--- src/rtl/dac_seg_ctrl.sv ---
// dac_seg_ctrl
// ------------
// Sequencer and segmenting encoder for a segmented current-steering DAC
// driver cell. Incoming unsigned codes are clamped to the full-scale value
// and split into a binary LSB word and a thermometric MSB word. The
// thermometer units can be rotated with data-weighted averaging (DWA).
// The block also runs the power-up and power-down sequence of the
// analog cell through pdb.
//
// Handshake: a sample moves when code_valid & code_ready & enable are all
// high on a rising clk edge. code_ready is high only while in RUN. The
// producer holds code stable while code_valid is high and not yet accepted.
// The sample appears on datain/datatherm on the cycle after it is accepted.
//
// Ports
//   clk         system clock, rising edge
//   rst_n       synchronous active-low reset
//   enable      level request to power up and run the DAC
//   dwa_en      1 = rotate thermometer units, 0 = fixed fill from unit 0
//   code        unsigned sample code
//   code_valid  sample present
//   code_ready  sink ready (RUN only)
//   datain      binary LSB segment, datainb its complement
//   datatherm   thermometric segment, datathermb its complement
//   pdb         power-down-bar to the analog cell
//   state       0 OFF, 1 PWRUP, 2 RUN, 3 PWRDN
//   clip        one-cycle pulse: accepted sample was saturated
//   underrun    one-cycle pulse: a RUN cycle had no valid sample
module dac_seg_ctrl #(
    parameter int NBIN      = 7,
    parameter int NTHERM    = 17,
    parameter int CODE_W    = 12,
    parameter int PWRUP_CYC = 16,
    parameter int PWRDN_CYC = 8
) (
    input  logic              clk,
    input  logic              rst_n,
    input  logic              enable,
    input  logic              dwa_en,
    input  logic [CODE_W-1:0] code,
    input  logic              code_valid,
    output logic              code_ready,
    output logic [NBIN-1:0]   datain,
    output logic [NBIN-1:0]   datainb,
    output logic [NTHERM-1:0] datatherm,
    output logic [NTHERM-1:0] datathermb,
    output logic              pdb,
    output logic [1:0]        state,
    output logic              clip,
    output logic              underrun
);

    localparam int CODE_MAX = NTHERM * (2 ** NBIN) + (2 ** NBIN) - 1;
    localparam int M_W      = $clog2(NTHERM + 1);
    localparam int PTR_W    = $clog2(NTHERM);
    localparam int SUM_W    = M_W + 1;
    localparam int CNT_MAX  = (PWRUP_CYC > PWRDN_CYC) ? PWRUP_CYC : PWRDN_CYC;
    localparam int CNT_W    = $clog2(CNT_MAX + 1);

    typedef enum logic [1:0] {
        ST_OFF   = 2'd0,
        ST_PWRUP = 2'd1,
        ST_RUN   = 2'd2,
        ST_PWRDN = 2'd3
    } state_e;

    state_e              state_q, state_d;
    logic [CNT_W-1:0]    cnt_q, cnt_d;
    logic [PTR_W-1:0]    ptr_q, ptr_d;
    logic [NBIN-1:0]     datain_q, datain_d;
    logic [NBIN-1:0]     datainb_q;
    logic [NTHERM-1:0]   therm_q, therm_d;
    logic [NTHERM-1:0]   thermb_q;
    logic                pdb_q, pdb_d;
    logic                ready_q, ready_d;
    logic                clip_q, clip_d;
    logic                underrun_q, underrun_d;

    // Sample decode: clamp, split and map to thermometer units.
    logic                over_range;
    logic [CODE_W-1:0]   clamped;
    logic [M_W-1:0]      msb_units;
    logic [NBIN-1:0]     lsb_word;
    logic [NTHERM-1:0]   fill_mask;
    logic [2*NTHERM-1:0] rot_wide;
    logic [NTHERM-1:0]   rot_mask;
    logic [SUM_W-1:0]    ptr_sum;
    logic [PTR_W-1:0]    ptr_next;

    always_comb begin
        over_range = (code > CODE_W'(CODE_MAX));
        clamped    = over_range ? CODE_W'(CODE_MAX) : code;
        msb_units  = M_W'(clamped >> NBIN);
        lsb_word   = clamped[NBIN-1:0];

        // Units 0..M-1; a full-scale M would overflow the shift, so it is
        // handled as all ones.
        if (msb_units >= M_W'(NTHERM)) begin
            fill_mask = {NTHERM{1'b1}};
        end else begin
            fill_mask = (NTHERM'(1) << msb_units) - NTHERM'(1);
        end

        // Rotate left by ptr modulo NTHERM: shift into a double-width word
        // and fold the overflow half back onto the low units.
        rot_wide = {{NTHERM{1'b0}}, fill_mask} << ptr_q;
        rot_mask = rot_wide[NTHERM-1:0] | rot_wide[2*NTHERM-1:NTHERM];

        // ptr + M is at most 2*NTHERM-1, so one conditional subtract is a
        // full modulo. M = NTHERM therefore leaves ptr where it was.
        ptr_sum = SUM_W'(ptr_q) + SUM_W'(msb_units);
        if (ptr_sum >= SUM_W'(NTHERM)) begin
            ptr_next = PTR_W'(ptr_sum - SUM_W'(NTHERM));
        end else begin
            ptr_next = PTR_W'(ptr_sum);
        end
    end

    // Next-state and output logic.
    always_comb begin
        state_d    = state_q;
        cnt_d      = cnt_q;
        ptr_d      = ptr_q;
        datain_d   = datain_q;
        therm_d    = therm_q;
        clip_d     = 1'b0;
        underrun_d = 1'b0;

        case (state_q)
            ST_OFF: begin
                datain_d = '0;
                therm_d  = '0;
                if (enable) begin
                    state_d = ST_PWRUP;
                    cnt_d   = CNT_W'(PWRUP_CYC - 1);
                    ptr_d   = '0;
                end
            end

            ST_PWRUP: begin
                datain_d = '0;
                therm_d  = '0;
                if (!enable) begin
                    state_d = ST_OFF;
                end else if (cnt_q == '0) begin
                    state_d = ST_RUN;
                end else begin
                    cnt_d = cnt_q - CNT_W'(1);
                end
            end

            ST_RUN: begin
                if (!enable) begin
                    // A sample offered in this cycle is dropped; outputs
                    // go quiet with the transition.
                    state_d  = ST_PWRDN;
                    cnt_d    = CNT_W'(PWRDN_CYC - 1);
                    datain_d = '0;
                    therm_d  = '0;
                end else if (code_valid && ready_q) begin
                    datain_d = lsb_word;
                    clip_d   = over_range;
                    if (dwa_en) begin
                        therm_d = rot_mask;
                        ptr_d   = ptr_next;
                    end else begin
                        therm_d = fill_mask;
                    end
                end else begin
                    underrun_d = 1'b1;
                end
            end

            ST_PWRDN: begin
                datain_d = '0;
                therm_d  = '0;
                if (cnt_q == '0) begin
                    state_d = ST_OFF;
                end else begin
                    cnt_d = cnt_q - CNT_W'(1);
                end
            end

            default: begin
                state_d  = ST_OFF;
                datain_d = '0;
                therm_d  = '0;
            end
        endcase

        pdb_d   = (state_d != ST_OFF);
        ready_d = (state_d == ST_RUN);
    end

    always_ff @(posedge clk) begin
        if (!rst_n) begin
            state_q    <= ST_OFF;
            cnt_q      <= '0;
            ptr_q      <= '0;
            datain_q   <= '0;
            datainb_q  <= '1;
            therm_q    <= '0;
            thermb_q   <= '1;
            pdb_q      <= 1'b0;
            ready_q    <= 1'b0;
            clip_q     <= 1'b0;
            underrun_q <= 1'b0;
        end else begin
            state_q    <= state_d;
            cnt_q      <= cnt_d;
            ptr_q      <= ptr_d;
            datain_q   <= datain_d;
            // Complements are registered from the same next value so the
            // true/b pair never disagrees in any cycle.
            datainb_q  <= ~datain_d;
            therm_q    <= therm_d;
            thermb_q   <= ~therm_d;
            pdb_q      <= pdb_d;
            ready_q    <= ready_d;
            clip_q     <= clip_d;
            underrun_q <= underrun_d;
        end
    end

    assign code_ready = ready_q;
    assign datain     = datain_q;
    assign datainb    = datainb_q;
    assign datatherm  = therm_q;
    assign datathermb = thermb_q;
    assign pdb        = pdb_q;
    assign state      = state_q;
    assign clip       = clip_q;
    assign underrun   = underrun_q;

endmodule

--- config.mk ---
export PLATFORM = sky130hd
export DESIGN_NAME = dac_seg_ctrl
export DESIGN_NICKNAME = d
export VERILOG_FILES = /design/src/rtl/dac_seg_ctrl.sv
export SDC_FILE = /design/constraint.sdc
export NUM_CORES = 1
export LEC_CHECK = 0
export ABC_AREA = 1
export CAP_MARGIN = 20
export CELL_PAD_IN_SITES_DETAIL_PLACEMENT = 1
export CELL_PAD_IN_SITES_GLOBAL_PLACEMENT = 2
export CORE_ASPECT_RATIO = 0.8
export CORE_MARGIN = 5
export CORE_UTILIZATION = 31
export DETAILED_ROUTE_END_ITERATION = 12
export GPL_TIMING_DRIVEN = 0
export PLACE_DENSITY = 0.92
export REMOVE_ABC_BUFFERS = 1
export SETUP_SLACK_MARGIN = 0.3
export SYNTH_ARGS = -nofsm -noshare
export SYNTH_HDL_FRONTEND = slang
export SYNTH_SLANG_ARGS = --single-unit
--- constraint.sdc ---
create_clock -name clk -period 4.3 [get_ports clk]
set_clock_uncertainty 0.1 [all_clocks]
set_input_delay 0.86 -clock clk [delete_from_list [all_inputs] [get_ports clk]]
set_output_delay 0.86 -clock clk [all_outputs]
set_load 0.03 [all_outputs]
==> results of run 1 <==
## worst reg2reg max path: cells and delay by family (launching register included)
| kind | cells | cell delay [ps] |
|---|---|---|
| AND/OR/NAND/NOR | 10 | 1110 |
| adder cells (fa/ha/maj) | 1 | 130 |
| flip-flops | 1 | 1010 |
| AO/OA/AOI/OAI | 2 | 380 |
| buffers and inverters | 3 | 810 |
## synthesized netlist by cell type, types with 5 or more instances
master / count / share of area, %
o21ai_0: 32 / 3.6
inv_2: 7 / 0.59
inv_1: 83 / 7.0
dfxtp_1: 64 / 29
nand3_1: 139 / 16
ha_1: 9 / 2.5
buf_2: 9 / 1.0
a21oi_1: 32 / 3.6
nor2_1: 50 / 4.2
nand2_1: 171 / 14
nand2_2: 6 / 0.85
o221ai_1: 7 / 1.4
nand4_1: 32 / 4.5
clkbuf_1: 20 / 1.7
o21ai_1: 5 / 0.56
## area by class of cell
class,instances,area [um^2]
clock buffer,9,225
clock inverter,7,104
fill,1842,8610
inverter,92,348
multi-input combinational,520,2650
sequential,64,1280
tap,184,230
timing repair buffer,70,703
## path summary, 6_finish.rpt
check / cells after the start / slack (ps) / end / start
setup reg to reg: 16 / 630 / ptr_q[3] / ptr_q[1]
hold / removal: 2 / 350 / cnt_q[4] / cnt_q[4]
hold reg to reg: 2 / 350 / cnt_q[4] / cnt_q[4]
setup / recovery: 16 / 630 / ptr_q[3] / ptr_q[1]
## kinds of logic (layout without fill, tap and decap cells)
group           count (synthesis)  in the layout  synth area share (%)
simple gates                  416            416                  43.7
buf+inv                       128            178                  11.6
compound gates                 90             90                  11.7
flops                          64             64                  28.9
fa+ha+maj                       9              9                  2.54
xor+xnor                        5              5                  1.58
## power groups by stage
stage | clock network [mW] | logic (mW) | registers (mW)
floorplan | 0 | 0.162 | 0.629
detailed placement | 0 | 0.256 | 0.623
global route | 0.852 | 0.286 | 0.612
CTS | 0.830 | 0.257 | 0.610
finish | 0.809 | 0.259 | 0.611
global placement | 0 | 0.247 | 0.623
## per-layer routing
metal	vias up	wire length [um]
li1	2452	-
met1	2435	7380
met2	151	7590
met3	19	1020
met4	0	213
met5	-	0
## per-stage QoR
| step | utilization [%] | area [um^2] | TNS (ps) |
|---|---|---|---|
| 4_1_cts | 39.1 | 5530 | 0 |
| 3_5_place_dp | 36.8 | 5200 | -4610 |
| 6_report | 39.1 | 5540 | 0 |
| 5_1_grt | 39.1 | 5540 | 0 |
| 3_3_place_gp | 36.8 | 5200 | -2950 |
| 2_1_floorplan | - | 4270 | 0 |
## sequential cells by signal (all words and copies together) (netlist names)
signal and count:
datatherm 17, datathermb 17, datain 7, datainb 7, cnt_q 5, ptr_q 5
state 2, clip 1, code_ready 1, pdb 1, underrun 1
## timing repair
item	in CTS	in global routing
gates resized for setup	1	6
setup endpoints to repair	34	34
hold endpoints to repair	0	0
gates cloned	0	0
==> impl_metrics.toml, run 1 <==
[finish]
final_common_cell = "nand2_1"
drive_gt1_share_pct = 7.09
nets = 783
final_cells = 946
final_cell_mix = "nand2_1 (171), nand3_1 (139), inv_1 (83), clkdlybuf4s50_1 (66), dfxtp_1 (64)"
antenna_cells = 0
area_growth_pct = 24.7

[timing]
finalSetupViolCount = 0
max-slew-margin-rel_pct = 24.1
period_share_pct = 85.3
max_clock_freq_mhz = 273
hold_violations = 0
setup_ws_ps = 633
worst-slew-pin-transition_ps = 1140
slew_violations = 0
period_minus_slack_ps = 3670
rsz0062_at_grt = "no"
hold_ws_ps = 347

[placed_design]
place_inst = 930
gp_congestion = 0.870
dp_hpwl_mm = 12.2
port_buffers = 70
pre_cts_slack_ps = -208

[setup_path]
crit_fanout = 27
end_kind = "flop"
start_kind = "flop"
critPathKind = "reg2reg"
critPathArrivalTime_ps = 3800
cpMaxStageDelayCell = "dfxtp_1"
path_cells = "inv_1, o21ai_0, nand2_1, inv_1, ha_1, inv_1, nand2_1, nand3_1, nand2_1, nand2_1, nand2_1, nand4_4, nand3_4, nand2_1, nand3_1, a21oi_1"
crit_path_frequent_cell = "nand2_1"
cp_data_required_time_ps = 4430
cp_num_buf_inv = 3
cp_top_family = "simple AND/OR/NAND/NOR gates"
cpPeakStageDelay_ps = 1010

[global_routing]
overflow = 0
grt_pass1_wl_mm = 26.1
track_usage_pct = 19.5
grt.busiest_layer = "met2"
grt_max_degree = 29
antenna_found_initial = 0
use_met3_pct = 3.74
grt_pass1_vias = 5132
grt_use_met2_pct = 32.7
grt.met1_usage_pct = 25.9

[clocking]
clk_pin_slew_ps = 60
root_buffer = "clkbuf_16"
cts_tree = "done"
postCtsHoldBufs = 0
cts_setup_buffers = 0
cts-buffers-inserted = 9
clk_latency_ps = 340
cts_sinks = 64
htreeDepth = 3
max-clock-path-buffers = 2

[power]
p_leak_nw = 2.64
clkPwrFrac_pct = 48.2
p_switching_mw = 0.477
ir_drop_mv = 0.191
sw_frac_of_total_pct = 28.4
comb_power_share_pct = 15.4
power_frac_seq_pct = 36.4
internal_power_mw = 1.20
total_power_mw = 1.68
power_density_mw_per_mm2 = 303

[flow_run]
cap_violations = 0

[floorplan]
core-area_mm2 = 0.0142
start_util_pct = 31.4
rows = 39
io_pins = 71
die_area_mm2 = 0.0168
chipWidth_um = 144
die_y_um = 117

[detailed_routing]
vias = 5057
routed_via_density = 5.35
drt_iter0_markers = 346
post-route-drc-count = 0
wire_per_inst_um = 17.1
first_pass_iters = 5
ant_nets = 0
drt_wl_total_mm = 16.2

[synth]
synth.distinct_cells = 41
async_flop_share_pct = 0
synthFlopType = "dfxtp_1"
synth_seq_cells = 64
ys_seq_area_share_pct = 28.9
synth_edf_count = 0
ys_warn_count = 0
avgSynthCellArea_um2 = 6.23
netlist_area_mm2 = 0.00444
netlist_instances = 712

[status]
status = "completed"

[worst_hold_path]
worstHoldPathType = "reg2reg"
Power figures use the tool's default switching activity.
==> inputs of run 2 (changes only) <==
SKIP_LAST_GASP = 1   (was not set)
==> results of run 2 <==
Final layout, timing and power as in run 1 (identical DEF).
